### config.mk
export PLATFORM = sky130hd
export DESIGN_NAME = core_clock_ctrl
export DESIGN_NICKNAME = d
export VERILOG_FILES = /design/src/rtl/core_clock_ctrl.sv
export SDC_FILE = /design/constraint.sdc
export NUM_CORES = 1
export LEC_CHECK = 0
export ABC_AREA = 1
export CORE_MARGIN = 5
export CORE_UTILIZATION = 35
export CTS_BUF_LIST = sky130_fd_sc_hd__clkbuf_16
export CTS_CLUSTER_DIAMETER = 100
export DETAILED_ROUTE_END_ITERATION = 12
export DONT_BUFFER_PORTS = 1
export GPL_ROUTABILITY_DRIVEN = 0
export SLEW_MARGIN = 15
export SYNTH_ARGS = -nofsm -noshare
export SYNTH_HDL_FRONTEND = slang
export SYNTH_SLANG_ARGS = --single-unit
### constraint.sdc
create_clock -name clk -period 1.9 [get_ports clk]
set_input_delay 0.38 -clock clk [delete_from_list [all_inputs] [get_ports clk]]
set_output_delay 0.38 -clock clk [all_outputs]
set_load 0.03 [all_outputs]
### src/rtl/core_clock_ctrl.sv
// Core clock-enable generator: debounced single-step key, fast/slow free-run pacing and halt handling.
// Produces one-clk core_ce pulses plus a wrapping pulse counter for the debug display.
module core_clock_ctrl #(
    parameter int unsigned DEBOUNCE_CYCLES = 500000,
    parameter int unsigned FAST_DIV        = 2,
    parameter int unsigned SLOW_DIV        = 4194304,
    parameter int unsigned CNT_W           = 16
) (
    input  logic             clk,
    input  logic             rst,
    input  logic             step_key_n,
    input  logic             run_en,
    input  logic             fast_sel,
    input  logic             halt,
    output logic             core_ce,
    output logic [1:0]       mode,
    output logic             key_db,
    output logic [CNT_W-1:0] step_count
);
    localparam int unsigned MAX_DIV = (FAST_DIV > SLOW_DIV) ? FAST_DIV : SLOW_DIV;
    localparam int unsigned DB_W    = (DEBOUNCE_CYCLES > 1) ? $clog2(DEBOUNCE_CYCLES) : 1;
    localparam int unsigned DIV_W   = (MAX_DIV > 1) ? $clog2(MAX_DIV) : 1;

    localparam logic [DB_W-1:0]  DB_LAST   = DB_W'(DEBOUNCE_CYCLES - 1);
    localparam logic [DIV_W-1:0] FAST_LAST = DIV_W'(FAST_DIV - 1);
    localparam logic [DIV_W-1:0] SLOW_LAST = DIV_W'(SLOW_DIV - 1);

    typedef enum logic [1:0] {
        ST_MANUAL = 2'd0,
        ST_RUN    = 2'd1,
        ST_HALTED = 2'd2
    } state_t;

    logic             r_key_meta;
    logic             r_key_sync;
    logic             r_run_meta;
    logic             r_run_sync;
    logic             r_fast_meta;
    logic             r_fast_sync;
    logic             r_fast_prev;
    logic [DB_W-1:0]  r_db_cnt;
    logic             r_key_db;
    logic             r_key_db_d;
    logic             r_press;
    state_t           r_state;
    logic             r_core_ce;
    logic [DIV_W-1:0] r_div;
    logic [CNT_W-1:0] r_step_count;
    logic [DIV_W-1:0] w_div_last;

    assign w_div_last = r_fast_sync ? FAST_LAST : SLOW_LAST;

    // Two-flop synchronisers for the asynchronous board inputs; keys idle high
    always_ff @(posedge clk or negedge rst) begin
        if (!rst) begin
            r_key_meta  <= 1'b1;
            r_key_sync  <= 1'b1;
            r_run_meta  <= 1'b0;
            r_run_sync  <= 1'b0;
            r_fast_meta <= 1'b0;
            r_fast_sync <= 1'b0;
            r_fast_prev <= 1'b0;
        end else begin
            r_key_meta  <= step_key_n;
            r_key_sync  <= r_key_meta;
            r_run_meta  <= run_en;
            r_run_sync  <= r_run_meta;
            r_fast_meta <= fast_sel;
            r_fast_sync <= r_fast_meta;
            r_fast_prev <= r_fast_sync;
        end
    end

    // Key debounce and one-cycle press detection on the stable level's falling edge
    always_ff @(posedge clk or negedge rst) begin
        if (!rst) begin
            r_db_cnt   <= {DB_W{1'b0}};
            r_key_db   <= 1'b1;
            r_key_db_d <= 1'b1;
            r_press    <= 1'b0;
        end else begin
            if (r_key_sync != r_key_db) begin
                if (r_db_cnt == DB_LAST) begin
                    r_key_db <= r_key_sync;
                    r_db_cnt <= {DB_W{1'b0}};
                end else begin
                    r_db_cnt <= r_db_cnt + DIV_W'(0) + DB_W'(1);
                end
            end else begin
                r_db_cnt <= {DB_W{1'b0}};
            end
            r_key_db_d <= r_key_db;
            r_press    <= r_key_db_d & ~r_key_db;
        end
    end

    // Pacing FSM; every state change forces core_ce low for that cycle
    always_ff @(posedge clk or negedge rst) begin
        if (!rst) begin
            r_state   <= ST_MANUAL;
            r_core_ce <= 1'b0;
            r_div     <= {DIV_W{1'b0}};
        end else begin
            case (r_state)
                ST_MANUAL: begin
                    if (r_run_sync && !halt) begin
                        r_state   <= ST_RUN;
                        r_core_ce <= 1'b0;
                        r_div     <= {DIV_W{1'b0}};
                    end else if (r_run_sync && halt) begin
                        r_state   <= ST_HALTED;
                        r_core_ce <= 1'b0;
                    end else begin
                        r_core_ce <= r_press;
                    end
                end
                ST_RUN: begin
                    if (!r_run_sync) begin
                        r_state   <= ST_MANUAL;
                        r_core_ce <= 1'b0;
                    end else if (halt) begin
                        r_state   <= ST_HALTED;
                        r_core_ce <= 1'b0;
                    end else if (r_fast_sync != r_fast_prev) begin
                        // A speed change restarts the period so the new rate starts cleanly
                        r_core_ce <= 1'b0;
                        r_div     <= {DIV_W{1'b0}};
                    end else if (r_div == w_div_last) begin
                        r_core_ce <= 1'b1;
                        r_div     <= {DIV_W{1'b0}};
                    end else begin
                        r_core_ce <= 1'b0;
                        r_div     <= r_div + DIV_W'(1);
                    end
                end
                ST_HALTED: begin
                    if (!r_run_sync) begin
                        r_state   <= ST_MANUAL;
                        r_core_ce <= 1'b0;
                    end else if (!halt) begin
                        r_state   <= ST_RUN;
                        r_core_ce <= 1'b0;
                        r_div     <= {DIV_W{1'b0}};
                    end else begin
                        r_core_ce <= r_press;
                    end
                end
                default: begin
                    r_state   <= ST_MANUAL;
                    r_core_ce <= 1'b0;
                    r_div     <= {DIV_W{1'b0}};
                end
            endcase
        end
    end

    // Count issued pulses; wraps silently
    always_ff @(posedge clk or negedge rst) begin
        if (!rst) begin
            r_step_count <= {CNT_W{1'b0}};
        end else if (r_core_ce) begin
            r_step_count <= r_step_count + CNT_W'(1);
        end else begin
            r_step_count <= r_step_count;
        end
    end

    assign core_ce    = r_core_ce;
    assign mode       = r_state;
    assign key_db     = r_key_db;
    assign step_count = r_step_count;

endmodule

==> summary.txt <==
Synth
  • Ys async rst share: 100%
  • Netlist cell types: 40
  • Synthesized area: approximately 3800 um2
  • Syn Inst Count: 471
  • Number of synthesized flops with an enable pin: 0
  • Seq/Total Area, Yosys: between 40% and 50%
  • Yosys warns: 0
  • Synth Flop Type: dfrtp_1
  • Avg Cell Area, Syn: between 8 and 9 um2
  • Yosys reg bits: 70
  • Syn Nets: 484

Power and ir drop
  • P_leak: roughly 1.9 nW
  • Maximum VDD drop: between 0.4 and 0.5 mV
  • Cell Pwr Density: 895 nW/um2
  • Tot Pwr: between 3 and 4 mW

Worst setup path
  • CP bufs+invs: 3
  • Crit. End Element: flip-flop
  • Critical Path RT: roughly 2.2 ns
  • Critical path data arrival time: between 2 and 2.5 ns
  • Critical path fanouts, max: 11
  • Worst-path cell chain: inv_1, ha_1, inv_2, a31oi_4, buf_4, nor2_4, nand4_2, or2_0, a21oi_2
  • Crit-path slowest cell: dfrtp_1
  • Critical path's largest stage delay: 0.40 ns
  • Worst Setup Path Type: flip-flop to flip-flop
  • CP Launch Type: flip-flop
  • Delay-heaviest family, CP: simple AND/OR/NAND/NOR gates

Die
  • Die X: 114 um
  • Total Die Area: approximately 13000 um2
  • I/O pin count: 26
  • Initial Util: between 30% and 40%
  • Chip height: roughly 110 um
  • Core Footprint: around 11000 um2
  • Row Count: 38

Placed design
  • DP Worst Slack: about 0.053 ns
  • Buffers on Ports: 0
  • Dpl cells: ~630
  • Post-placement cell area: between 4000 and 5000 um2
  • HPWL after detailed placement: approximately 6200 um

Detailed routing
  • WL final: around 8600 um
  • DRC Markers: 0
  • Iteration-0 DRC Markers: 163
  • First-pass DRT Iterations: 4
  • DR WL/cell: ~13 um
  • Vias/cell: approximately 5.0
  • Routed Antenna Nets: 0
  • DR vias: ~3200

Run status
  • Failing checks: negative hold slack
  • Status: finished, violations left

STA
  • Rel. slew slack: about two thirds
  • Final hold vios: 70
  • Final setup violation count: 0
  • Setup TNS: 0 ns
  • Fin crit share: just over 90%
  • Final worst slack: 0.137 ns
  • Worst-case hold slack: -0.252 ns
  • Max Clk Rate: 0.567 GHz
  • Post-route minimum period: about 1.8 ns
  • Worst Max-Slew Pin Slew: a little under 0.5 ns
  • Clock Skews: between 0.008 and 0.009 ns
  • Unrepaired setup endpoints after global routing: no
  • Pins over their slew limit: 0

Clock network
  • CTS tree: yes
  • TritonCTS Sinks: 70
  • Root Buffer: clkbuf_16
  • Clk buf depth: 2
  • Clock latency on the worst-skew pair: 0.34 ns
  • Cts bufs inserted: 9
  • Reg clk slew, reported paths: 0.06 ns
  • Number of H-tree levels: 3

Cells and area
  • Antenna Cells: 0
  • Post-Layout Cell Count: ~640
  • Area delta synth->final: 16.9%
  • Share of layout cells above drive strength 1: between 10% and 20%
  • Fin nets: about 510
  • Design area: 4460 um2

Global routing
  • Largest net degree at the start of global routing: slightly above 70
  • First-pass GRT wire length: about 15000 um
  • Gr usage total: 13.9%
  • Total grt overflow: 0
  • Vias in the first global route: approximately 3100
  • Initial antenna violation count: 0

Worst hold path
  • Hold Path Class: input pin to asynchronous set/reset pin

Job
  • Max-cap violation count: 0
-- registers in the layout, summed over array words and instances (netlist names) --
name,cells
r_run_sync,1
r_key_sync,1
r_key_meta,1
r_div,22
mode,2
key_db,1
r_db_cnt,19
core_ce,1
r_run_meta,1
r_key_db_d,1
r_fast_prev,1
step_count,16
r_press,1
r_fast_meta,1
r_fast_sync,1
-- worst reg2reg max path, delay by kind of cell, from the launching register on --
family / cells / cell delay (ns)
flops: 1 / 0.40
simple gates: 3 / 0.45
fa+ha+maj: 1 / 0.26
compound gates: 2 / 0.20
buf+inv: 3 / 0.39
-- cell type report --
| class | count | area [um2] |
|---|---|---|
| Inverter | 59 | 221 |
| Clock buffer | 9 | 225 |
| Fill cell | 1111 | 6280 |
| Tap cell | 140 | 175 |
| Multi-Input combinational cell | 338 | 1830 |
| Timing Repair Buffer | 23 | 173 |
| Sequential cell | 70 | 1760 |
| Clock inverter | 5 | 76.3 |
-- cell usage after synthesis, types with 4 or more instances --
master   number  area share (%)
a21oi_1       6            0.79
dfrtp_1      66              43
dfstp_2       4             2.8
ha_1          7             2.3
inv_1        57             5.6
nand2_1      93             9.1
nand3_1      34             4.5
nand4_1      17             2.8
nor2_1       75             7.4
nor2_2        5            0.82
nor3_1       21             2.8
nor4_1        4            0.66
o21ai_0      13             1.7
o22ai_1       4            0.66
xnor2_1       6             1.4
xor2_1       26             6.0
-- kinds of logic (layout without fill, tap and decap cells) --
family | count (synthesis) | after routing | share of synthesized area, %
and+or+nand+nor | 267 | 267 | 32.6
xor gates and xnor gates | 32 | 32 | 7.34
DFF | 70 | 70 | 46.0
buffers and inverters | 63 | 96 | 6.49
adders and majority gates | 7 | 7 | 2.29
AOI/OAI and AO/OA | 31 | 31 | 4.98
muxes | 1 | 1 | 0.295
-- where the power goes --
part | internal [mW] | switching, mW | leakage [nW]
Sequential | 1.53 | 0.0462 | 0.941
Combinational | 0.219 | 0.430 | 0.830
Clock | 1.13 | 0.637 | 0.145
-- path summary, 6_finish.rpt --
path / start / to / slack, ns / cells after the start
max reg2reg: mode[0] / r_div[15] / 0.14 / 9
min in group clk: step_key_n / r_key_meta / 0.04 / 0
min reg2reg: r_fast_meta / r_fast_sync / 0.35 / 0
min: rst / r_div[15] / -0.25 / 0
max: mode[0] / r_div[15] / 0.14 / 9
max in group asynchronous: rst / r_key_meta / 1.91 / 0
-- what timing repair did --
| action | 4_1_cts | 5_1_grt |
|---|---|---|
| setup buffers | 0 | 1 |
| setup endpoints to repair | 0 | 23 |
| resized for setup | 0 | 12 |
| endpoints found under the hold margin | 70 | 70 |
-- cell usage in the layout, fill, tap and decap left out, drive strengths merged, types with 2 or more instances in the layout --
master  instances
a21oi           8
buf            23
o22ai           4
nor3           24
clkinv          3
o21ai          15
bufinv          2
nor2           82
ha              7
nand2          95
xor2           26
clkbuf          9
or2             5
nand4          18
dfstp           4
dfrtp          66
nor4            4
xnor2           6
nand3          37
inv            58
a31oi           2
-- layer usage --
layer  track usage (%)  vias to the layer above  routed length (um)  part of all wire (%)
li1                  -                     1586                   -                     -
met1              18.1                     1546                4030                    47
met2              22.4                       72                4000                    46
met3              2.38                       14                 432                   5.0
met4              6.65                        0                 176                   2.0
met5                 0                        -                   0                     0
-- through the flow --
| step | utilization (%) | hold WS (ns) |
|---|---|---|
| 2_1_floorplan | - | 0.0844 |
| 3_3_place_gp | 38.4 | 0.0895 |
| 3_5_place_dp | 38.4 | 0.0893 |
| 4_1_cts | 41.3 | -0.269 |
| 5_1_grt | 41.5 | -0.264 |
| 6_report | 41.5 | -0.252 |
Note: power is estimated with default switching activity, not from simulation.
